File: config.mk
export PLATFORM = sky130hd
export DESIGN_NAME = sfx_scheduler
export DESIGN_NICKNAME = d
export VERILOG_FILES = /design/src/rtl/sfx_scheduler_pkg.sv /design/src/rtl/sfx_alloc.sv /design/src/rtl/sfx_scheduler.sv
export SDC_FILE = /design/constraint.sdc
export NUM_CORES = 1
export LEC_CHECK = 0
export CORE_AREA = 2 2 257 259
export DETAILED_ROUTE_END_ITERATION = 16
export DIE_AREA = 0 0 259 261
export PLACE_DENSITY = 0.83
export SYNTH_ARGS = -nofsm -noshare
export SYNTH_HDL_FRONTEND = slang
export SYNTH_SLANG_ARGS = --single-unit
File: constraint.sdc
create_clock -name clk -period 17.1 [get_ports clk]
set_input_delay 4.275 -clock clk [delete_from_list [all_inputs] [get_ports clk]]
set_output_delay 4.275 -clock clk [all_outputs]
set_load 0.05 [all_outputs]
File: src/rtl/sfx_scheduler_pkg.sv
// Shared sound types: sweep FSM states, mute attenuation, packed-bus slice helper.
// Used by the scheduler and the mixer so both agree on channel lane placement.
package sfx_scheduler_pkg;

   typedef enum logic [1:0] {
      ST_IDLE   = 2'd0,
      ST_SWEEP  = 2'd1,
      ST_COMMIT = 2'd2
   } sweep_state_t;

   localparam logic [3:0] AMP_MUTE = 4'hF;
   localparam int         CHAN_W   = 4;

   // Low bit of lane idx in a packed bus of width-bit lanes.
   function automatic int slice_lo(input int idx, input int width);
      return idx * width;
   endfunction

endpackage

File: src/rtl/sfx_alloc.sv
// Lowest-index free-channel priority encoder; purely combinational, zero latency.
// No backpressure of its own: free_vld low means every channel is busy.
module sfx_alloc
   import sfx_scheduler_pkg::*;
#(
   parameter int SOUNDS = 9
) (
   input  logic [SOUNDS-1:0] busy,
   output logic              free_vld,
   output logic [CHAN_W-1:0] free_chan
);

   always_comb begin
      free_vld  = 1'b0;
      free_chan = '0;
      for (int i = SOUNDS - 1; i >= 0; i--) begin
         if (!busy[i]) begin
            free_vld  = 1'b1;
            free_chan = CHAN_W'(i);
         end
      end
   end

endmodule

File: src/rtl/sfx_scheduler.sv
// Sfx voice scheduler: allocates play requests to channels and fetches one sample per busy channel per tick.
// Outputs update SOUNDS+2 cycles after a tick; req_ready drops when all channels are busy or stop_all is high.
module sfx_scheduler
   import sfx_scheduler_pkg::*;
#(
   parameter int BIT_DEPTH  = 8,
   parameter int SOUNDS     = 9,
   parameter int ADDR_WIDTH = 16,
   parameter int LEN_WIDTH  = 16
) (
   input  logic                        clk,
   input  logic                        rst_n,
   input  logic                        sample_tick,
   input  logic                        stop_all,
   input  logic                        req_valid,
   output logic                        req_ready,
   input  logic [ADDR_WIDTH-1:0]       req_addr,
   input  logic [LEN_WIDTH-1:0]        req_len,
   input  logic [3:0]                  req_amp,
   output logic [3:0]                  req_chan,
   output logic                        mem_rd,
   output logic [ADDR_WIDTH-1:0]       mem_addr,
   input  logic [BIT_DEPTH-1:0]        mem_data,
   output logic [SOUNDS*BIT_DEPTH-1:0] sfx,
   output logic [SOUNDS*4-1:0]         sfx_amp,
   output logic [SOUNDS-1:0]           busy,
   output logic                        overrun
);

   sweep_state_t state, state_nxt;

   logic [CHAN_W-1:0]     cnt;
   logic [SOUNDS-1:0]     busy_r;
   logic [SOUNDS-1:0]     mask;
   logic [ADDR_WIDTH-1:0] base    [SOUNDS];
   logic [LEN_WIDTH-1:0]  len     [SOUNDS];
   logic [LEN_WIDTH-1:0]  pos     [SOUNDS];
   logic [LEN_WIDTH-1:0]  pos_inc [SOUNDS];
   logic [3:0]            amp     [SOUNDS];
   logic [3:0]            out_amp [SOUNDS];
   logic [BIT_DEPTH-1:0]  shadow  [SOUNDS];
   logic [BIT_DEPTH-1:0]  out_smp [SOUNDS];
   logic                  rd_pend;
   logic [CHAN_W-1:0]     rd_chan;
   logic                  free_vld;
   logic [CHAN_W-1:0]     free_chan;
   logic                  accept;

   sfx_alloc #(.SOUNDS(SOUNDS)) u_alloc (
      .busy      (busy_r),
      .free_vld  (free_vld),
      .free_chan (free_chan)
   );

   assign req_ready = free_vld & ~stop_all;
   assign req_chan  = free_chan;
   assign accept    = req_valid & req_ready;
   assign busy      = busy_r;

   always_ff @(posedge clk or negedge rst_n) begin
      if (!rst_n) state <= ST_IDLE;
      else        state <= state_nxt;
   end

   always_comb begin
      state_nxt = state;
      mem_rd    = 1'b0;
      mem_addr  = '0;
      case (state)
         ST_IDLE: begin
            if (sample_tick) state_nxt = ST_SWEEP;
         end
         ST_SWEEP: begin
            if (mask[cnt]) begin
               mem_rd   = 1'b1;
               mem_addr = base[cnt] + ADDR_WIDTH'(pos[cnt]);
            end
            if (cnt == CHAN_W'(SOUNDS - 1)) state_nxt = ST_COMMIT;
         end
         ST_COMMIT: state_nxt = ST_IDLE;
         default:   state_nxt = ST_IDLE;
      endcase
      if (stop_all) begin
         state_nxt = ST_IDLE;
         mem_rd    = 1'b0;
      end
   end

   // Sweep counter, fetch mask and one-deep read-return tracking.
   always_ff @(posedge clk or negedge rst_n) begin
      if (!rst_n) begin
         cnt     <= '0;
         mask    <= '0;
         rd_pend <= 1'b0;
         rd_chan <= '0;
         overrun <= 1'b0;
      end else begin
         rd_pend <= mem_rd;
         rd_chan <= cnt;
         overrun <= sample_tick & ~stop_all & (state != ST_IDLE);
         if (stop_all) begin
            cnt <= '0;
         end else if (state == ST_IDLE && sample_tick) begin
            cnt  <= '0;
            mask <= busy_r;
         end else if (state == ST_SWEEP) begin
            cnt <= cnt + CHAN_W'(1);
         end
      end
   end

   always_comb begin
      for (int i = 0; i < SOUNDS; i++) pos_inc[i] = pos[i] + LEN_WIDTH'(1);
   end

   // Commit reads the last channel's sample straight off mem_data, since its shadow lands on the same edge.
   always_ff @(posedge clk or negedge rst_n) begin
      if (!rst_n) begin
         busy_r <= '0;
         for (int i = 0; i < SOUNDS; i++) begin
            base[i]    <= '0;
            len[i]     <= '0;
            pos[i]     <= '0;
            amp[i]     <= AMP_MUTE;
            shadow[i]  <= '0;
            out_smp[i] <= '0;
            out_amp[i] <= AMP_MUTE;
         end
      end else if (stop_all) begin
         busy_r <= '0;
         for (int i = 0; i < SOUNDS; i++) begin
            pos[i]     <= '0;
            shadow[i]  <= '0;
            out_smp[i] <= '0;
            out_amp[i] <= AMP_MUTE;
         end
      end else begin
         for (int i = 0; i < SOUNDS; i++) begin
            if (rd_pend && rd_chan == CHAN_W'(i)) shadow[i] <= mem_data;
            if (state == ST_COMMIT) begin
               if (mask[i]) begin
                  out_smp[i] <= (rd_pend && rd_chan == CHAN_W'(i)) ? mem_data : shadow[i];
                  out_amp[i] <= amp[i];
                  pos[i]     <= pos_inc[i];
                  if (pos_inc[i] == len[i]) busy_r[i] <= 1'b0;
               end else begin
                  out_smp[i] <= '0;
                  out_amp[i] <= AMP_MUTE;
               end
            end
            if (accept && req_len != '0 && free_chan == CHAN_W'(i)) begin
               busy_r[i] <= 1'b1;
               base[i]   <= req_addr;
               len[i]    <= req_len;
               pos[i]    <= '0;
               amp[i]    <= req_amp;
            end
         end
      end
   end

   always_comb begin
      sfx     = '0;
      sfx_amp = '0;
      for (int i = 0; i < SOUNDS; i++) begin
         sfx[slice_lo(i, BIT_DEPTH) +: BIT_DEPTH] = out_smp[i];
         sfx_amp[slice_lo(i, 4) +: 4]             = out_amp[i];
      end
   end

endmodule
==> run metrics, run 1 <==
status completed; GRT Residual Overflow 0; Post-Syn Area between 30,000 and 40,000 µm²; core area around 65,000 µm²; CTS Buffer Depth 3; Critical Path Max Stage Delay approximately 0.97 ns; global-route wire length before repair about 150,000 µm; Initial Util a little over half; RD Place Congestion about 0.96; Post-CTS Resized 0; setup tns final 0 ns; Vias/cell about 6.1; CP Capture Type output port; clk_skew approximately 0.024 ns; CP Class register to output port; most frequent cells in the layout dfrtp_1, nor2_1, mux2_2; drt total wl about 96,000 µm; Layout area overhead 13.90%; post-synthesis register bit count 678; Hold Crit Start sfx[42]; final worst path period need roughly 11 ns; Worst VDD drop around 0.065 mV; Sequential Area between 15,000 and 20,000 µm²; CTS Buf Count 73; largest net degree at the start of global routing between 150 and 200; vias in the first global route roughly 24,000; Leakage 16.99 nW; row count between 90 and 100; Synth top area share between 40% and 50%; ys async rst share 100.0%; Post-Syn Instances ~3,100; syn_area_per_cell 11.26 µm²; Crit path max-delay family compound AO/OA/AOI/OAI gates; reg2reg start busy[7]; Slew Limit Headroom roughly 14%; count of final setup violators 0; die width 259 µm; max-slew violations 0; largest cells by area after synthesis dfrtp_1, mux2_2, dfstp_2; max_cap viols 0; H-Tree Level Count 3; Final Cycle Share ~62%; Worst Path Buf+Inv 2; GR Util All Layers around 28%; RSZ-0062 raised after global routing false; sequential fraction of the synthesis area 49.28%; Synth Flop Type dfrtp_1; CP Max Fanout 40; Routed Antenna Nets 0; syn_nets roughly 3,200; Multi-input gate area 16,510 µm²; Crit-path slowest cell a2111oi_0; drt wl/cell between 20 and 25 µm; Power Density roughly 94 nW/µm²; final routed DRC violation total 0; hold_ws ~0.50 ns; Clock Latency Late Sink 0.63 ns; first-pass detailed-route iteration total 6; CP startpoint kind register; Clock Tree Root clkbuf_16; fill cell count between 4,000 and 5,000; CP Launch Point cnt[0]; Critical Path, Cell by Cell buf_4 -> mux4_2 -> mux2i_1 -> o21ai_0 -> ha_1 -> a21o_1 -> a21o_1 -> a2111oi_0 -> o22ai_1 -> o21ai_0 -> xor2_1 -> nor2_1 -> clkdlybuf4s50_1; ratio of cells with drive above 1 in the final layout a little over a fifth; die area a little under 70,000 µm²; post-CTS setup buffer count 0; EDFF count, synth 0; Worst Tran Pin Value roughly 1.3 ns; Port Buffers between 150 and 200; Synth cell types 84; Yosys warning total 0; post-synth top area cell dfrtp_1; IO Pins 189; Worst Hold Class register to register; vias post-DR between 20,000 and 30,000; Layout Nets 3,223; final hold vios 0; Inserted Diodes 0; most common cell after layout, fill and taps aside dfrtp_1; CTS tree built; initial DRC count ~2,900; fmax ~94 MHz; CP Data Required Time between 10 and 15 ns; clock slew at reported path FFs approximately 0.060 ns; Chip Height roughly 260 µm; Post-CTS Hold Buffers 0; TritonCTS Sinks ~680; initial antenna violation count 5; hpwl dp around 63,000 µm; critical path arrival between 6 and 7 ns
[final timing paths]
check | slack, ns | end | cells after the start
max | 6.45 | mem_addr[14] | 13
min | 0.50 | sfx[42] | 1
max reg2reg | 13.28 | pos[79] | 8
min reg2reg | 0.50 | sfx[42] | 1
max in group asynchronous | 11.04 | pos[106] | 3
min in group asynchronous | 3.68 | sfx[43] | 1
[report_power, final]
group          total [W]  internal, W  leakage, nW  switching, W
Sequential       0.00173      0.00168         9.02     0.0000562
Combinational   0.000339     0.000149         6.77      0.000191
Clock            0.00162     0.000956         1.19      0.000661
Total            0.00369      0.00278         17.0      0.000908
[metal layers]
layer	part of all wire, %	up-vias	GRT usage [%]
met5	0.028	-	0.2778
met4	4.8	4	13.52
met3	9.5	268	5.981
met2	45	1277	43.20
met1	40	12500	39.05
li1	-	10960	-
[per-stage QoR]
stage	std cells	utilization, %	area [µm²]	total power [W]	setup slack (ns)
finish	4067	60.61	39420	0.003690	6.449
global route	4067	60.61	39420	0.003817	5.818
CTS	4067	60.61	39420	0.003710	6.408
detailed placement	3936	56.85	36980	0.002095	6.878
global placement	3936	56.85	36980	0.002082	6.876
floorplan	3075	-	34610	0.001959	7.223
[cells in the mapped netlist (all sizes together), types with 4 or more instances]
| master | number |
|---|---|
| nor4b | 6 |
| nand4 | 46 |
| or4 | 9 |
| nand2 | 211 |
| inv | 22 |
| a31oi | 6 |
| a2111oi | 6 |
| o31ai | 4 |
| and4 | 12 |
| mux2 | 335 |
| dfrtp | 606 |
| nand2b | 11 |
| a21o | 11 |
| a41oi | 4 |
| nor2 | 342 |
| xor2 | 142 |
| clkbuf | 128 |
| nor3b | 17 |
| a22oi | 5 |
| a21boi | 6 |
| nor3 | 40 |
| buf | 106 |
| o221ai | 4 |
| dfstp | 72 |
| and3 | 14 |
| o22ai | 5 |
| a21oi | 47 |
| o2111ai | 5 |
| xnor2 | 182 |
| nor2b | 27 |
| o21ai | 113 |
| a211o | 4 |
| or2 | 13 |
| ha | 26 |
| a221oi | 4 |
| mux2i | 114 |
| and2 | 12 |
| a211oi | 4 |
| or3 | 15 |
| o211ai | 9 |
| mux4 | 66 |
| nand3 | 82 |
| nor4 | 28 |
| a22o | 73 |
| nand3b | 44 |
[flip-flops by register name, indices dropped and copies added (netlist names)]
name	flops
shadow	72
sfx	72
base	144
rd_pend	1
amp	36
overrun	1
rd_chan	4
state	2
mask	9
len	144
sfx_amp	36
cnt	4
busy	9
pos	144
[worst register-to-register path: cells and delay by family (launching register included)]
kind	cells	cell delay [ns]
DFF	1	0.52
and+or+nand+nor	3	1.47
AOI/OAI and AO/OA	4	1.32
buffers and inverters	1	0.42
[cell type report]
| cell class | count | share of cell area, % |
|---|---|---|
| clock buffer | 102 | 5.243 |
| clock inverter | 29 | 0.9585 |
| inverter | 22 | 0.2095 |
| multi-input combinational | 2141 | 41.87 |
| sequential | 678 | 43.29 |
| tap | 864 | 2.742 |
| timing repair buffer | 231 | 5.687 |
[cells by family after synthesis]
kind of cell,share of synthesized area [%]
XOR/XNOR,8.199
AND/OR/NAND/NOR,13.10
multiplexers,18.49
adder cells (fa/ha/maj),1.027
flip-flops,49.28
AO/OA/AOI/OAI,6.724
buffers and inverters,3.181
(Power assumes the default switching activity.)
==> run 2, diff against run 1 <==
--- a/config.mk
+++ b/config.mk
@@ -8,7 +8,7 @@
 export CORE_AREA = 2 2 257 259
 export DETAILED_ROUTE_END_ITERATION = 16
 export DIE_AREA = 0 0 259 261
-export PLACE_DENSITY = 0.83
+export PLACE_DENSITY = 0.86
 export SYNTH_ARGS = -nofsm -noshare
 export SYNTH_HDL_FRONTEND = slang
 export SYNTH_SLANG_ARGS = --single-unit
==> constraint.sdc (replaced) <==
create_clock -name clk -period 8.5 [get_ports clk]
set_input_delay 2.125 -clock clk [delete_from_list [all_inputs] [get_ports clk]]
set_output_delay 2.125 -clock clk [all_outputs]
set_load 0.05 [all_outputs]
==> run 2 against run 1 <==
  * Sequential power rose by 100%
  * Global-route usage rose by 0.70 points
  * Wire length rose by 1.9%
  * Worst hold slack got worse by 0.0011 ns
  * Register-to-register slack got worse by 8.4 ns
  * Combinational power rose by 100%
  * Largest power group unchanged
  * Clock skew barely moved
  * Critical endpoint unchanged
  * Core utilization barely moved
  * Highest routed layer unchanged
  * Critical path depth did not move
  * Sequential share of layout area barely moved
  * Die area did not move
==> run metrics, run 2 (same netlist as run 1, synthesis figures left out) <==
Power Density 187.5 nW/µm² (+100%); Crit-path slowest cell a2111oi_1; Chip Height 261 µm (unchanged); Worst Path Buf+Inv 3 (+1); Leakage 17.00 nW (about the same); Clock Latency Late Sink 0.62 ns (about the same); row count 94 (unchanged); GRT Residual Overflow 0 (unchanged); largest registers base: 144 flops, len: 144 flops, pos: 144 flops; CP Capture Type output port; global-route wire length before repair 151,300 µm (+3.0%); Crit path max-delay family buffers and inverters; FF-to-FF End base[77]; post-CTS setup buffer count 0 (unchanged); non-filler cells, final 4,071 (+0.098%); Worst Hold Class register to register; CP startpoint kind register; dpl cells 3,939 (+0.076%); Critical Path, Cell by Cell buf_4 -> buf_4 -> mux4_2 -> mux2i_1 -> o21ai_0 -> ha_1 -> a21o_1 -> a2111oi_1 -> o22ai_1 -> o21ai_0 -> xor2_1 -> nor2_1 -> clkdlybuf4s50_1; Final Power 0.007390 W (+100%); Worst Tran Pin Value 1.201 ns (-0.07566 ns); RD Place Congestion 0.9777 (+2.2%); CTS tree built; Initial Util 53.21% (unchanged); initial DRC count 2,957 (+3.5%); Worst Reg-to-Reg Cells 7 (-1); Vias/cell 6.248 (+1.6%); worst hold stages 1 (unchanged); Hold EP base[43]; CTS Buffer Depth 3 (unchanged); drt wl/cell 23.99 µm (+1.8%); most frequent cells in the layout dfrtp_1, nor2_1, mux2_2; clk_skew 0.02425 ns (+0.0002501 ns); CTS Buf Count 72 (-1.4%); CP Data Required Time 6.38 ns (-6.44 ns); hold_ws 0.5000 ns (-0.001069 ns); vias in the first global route 25,070 (+2.7%); worst reg2reg setup slack 4.93 ns (-8.35 ns); Routed Antenna Nets 0 (unchanged); final hold vios 0 (unchanged); most common cell after layout, fill and taps aside dfrtp_1; Critical Path Max Stage Delay 0.82 ns (-0.15 ns); final routed DRC violation total 0 (unchanged); TritonCTS Sinks 678 (unchanged); fmax roughly 120 MHz; Slew Limit Headroom 19.71% (+5.4 points); CP Max Fanout 29 (-28%); max-slew violations 0 (unchanged); vias post-DR 25,440 (+1.7%); core area 65,040 µm² (unchanged); reg2reg start busy[7]; first-pass detailed-route iteration total 6 (unchanged); Hold Crit Start base[43]; CP Class register to output port; largest net degree at the start of global routing 173 (-1.1%); initial antenna violation count 6 (+1); hpwl dp 64,680 µm (+1.9%); count of final setup violators 0 (unchanged); Clock Tree Root clkbuf_16; ratio of cells with drive above 1 in the final layout 21.21% (+0.074 points); Final Cycle Share a little over nine tenths; H-Tree Level Count 3 (unchanged); final worst path period need between 8 and 9 ns; Port Buffers 188 (unchanged); critical path arrival 5.91 ns (-0.47 ns); die area 67,600 µm² (unchanged); Worst VDD drop 0.1332 mV (+110%); clock slew at reported path FFs 0.06 ns (about the same); status completed; GR Util All Layers 29.08% (+0.70 points); drt total wl 97,680 µm (+1.9%); IO Pins 189 (unchanged); RSZ-0062 raised after global routing false; die width 259 µm (unchanged); setup tns final 0 ns (unchanged); max_cap viols 0 (unchanged); Layout area overhead 13.91% (about the same); Layout Nets 3,225 (+0.062%)
==> run 2: cell types whose count changed in the layout (fill, tap and decap cells not counted), sizes merged <==
cell and change:
clkbuf +7, clkinv -3, diode +1, bufinv -3, inv +1, clkinvlp -2, buf +3
==> run 2: report_power, final <==
group / internal (W) / switching, W / leakage, nW
Combinational: 0.000301 / 0.000390 / 6.79
Sequential: 0.00337 / 0.000108 / 9.02
Clock: 0.00189 / 0.00133 / 1.19
Total: 0.00556 / 0.00183 / 17.0
==> run 2: metrics by stage <==
stage | area, µm² | worst slack (ns) | util (%)
final | 39430 | 0.4627 | 60.62
after global routing | 39420 | 0.1105 | 60.61
after CTS | 39420 | 0.2416 | 60.61
after detailed placement | 37000 | 0.9223 | 56.89
after global placement | 37000 | 1.011 | 56.89
after floorplan | 34610 | 1.398 | -
==> run 2: per-layer routing <==
metal / track usage (%) / part of all wire [%] / routed length, µm / up-vias
met5: 0 / 0.041 / 40 / -
met4: 15.27 / 5.5 / 5344 / 6
met3: 6.436 / 10 / 9846 / 300
met2: 44.18 / 45 / 43940 / 1434
met1: 39.35 / 39 / 38500 / 12720
li1: - / - / - / 10970
==> run 2: final cells by class <==
class / instances / area [µm²]
clock buffers: 109 / 2153
clock inverters: 22 / 267.8
fillers: 4818 / 25610
flip-flops and latches: 678 / 17070
multi-input cells: 2141 / 16510
diodes: 1 / 2.502
repair buffers: 234 / 2265
inverters: 22 / 82.58
well taps: 864 / 1081
==> run 2: worst max-delay path by stage <==
stage               startpoint            to  slack, ns  cells after the start
CTS                     cnt[0]  mem_addr[14]       0.24                     13
global placement        cnt[0]  mem_addr[14]       1.01                     13
floorplan               cnt[0]  mem_addr[10]       1.40                     13
finish                  cnt[0]  mem_addr[14]       0.46                     13
detailed placement      cnt[0]  mem_addr[14]       0.92                     13
global route            cnt[0]  mem_addr[14]       0.11                     13
==> run 2: repair_timing <==
| item | in CTS | in global routing |
|---|---|---|
| setup endpoints to repair | 0 | 2 |
| hold buffers | 0 | 0 |
| gates resized for setup | 0 | 1 |
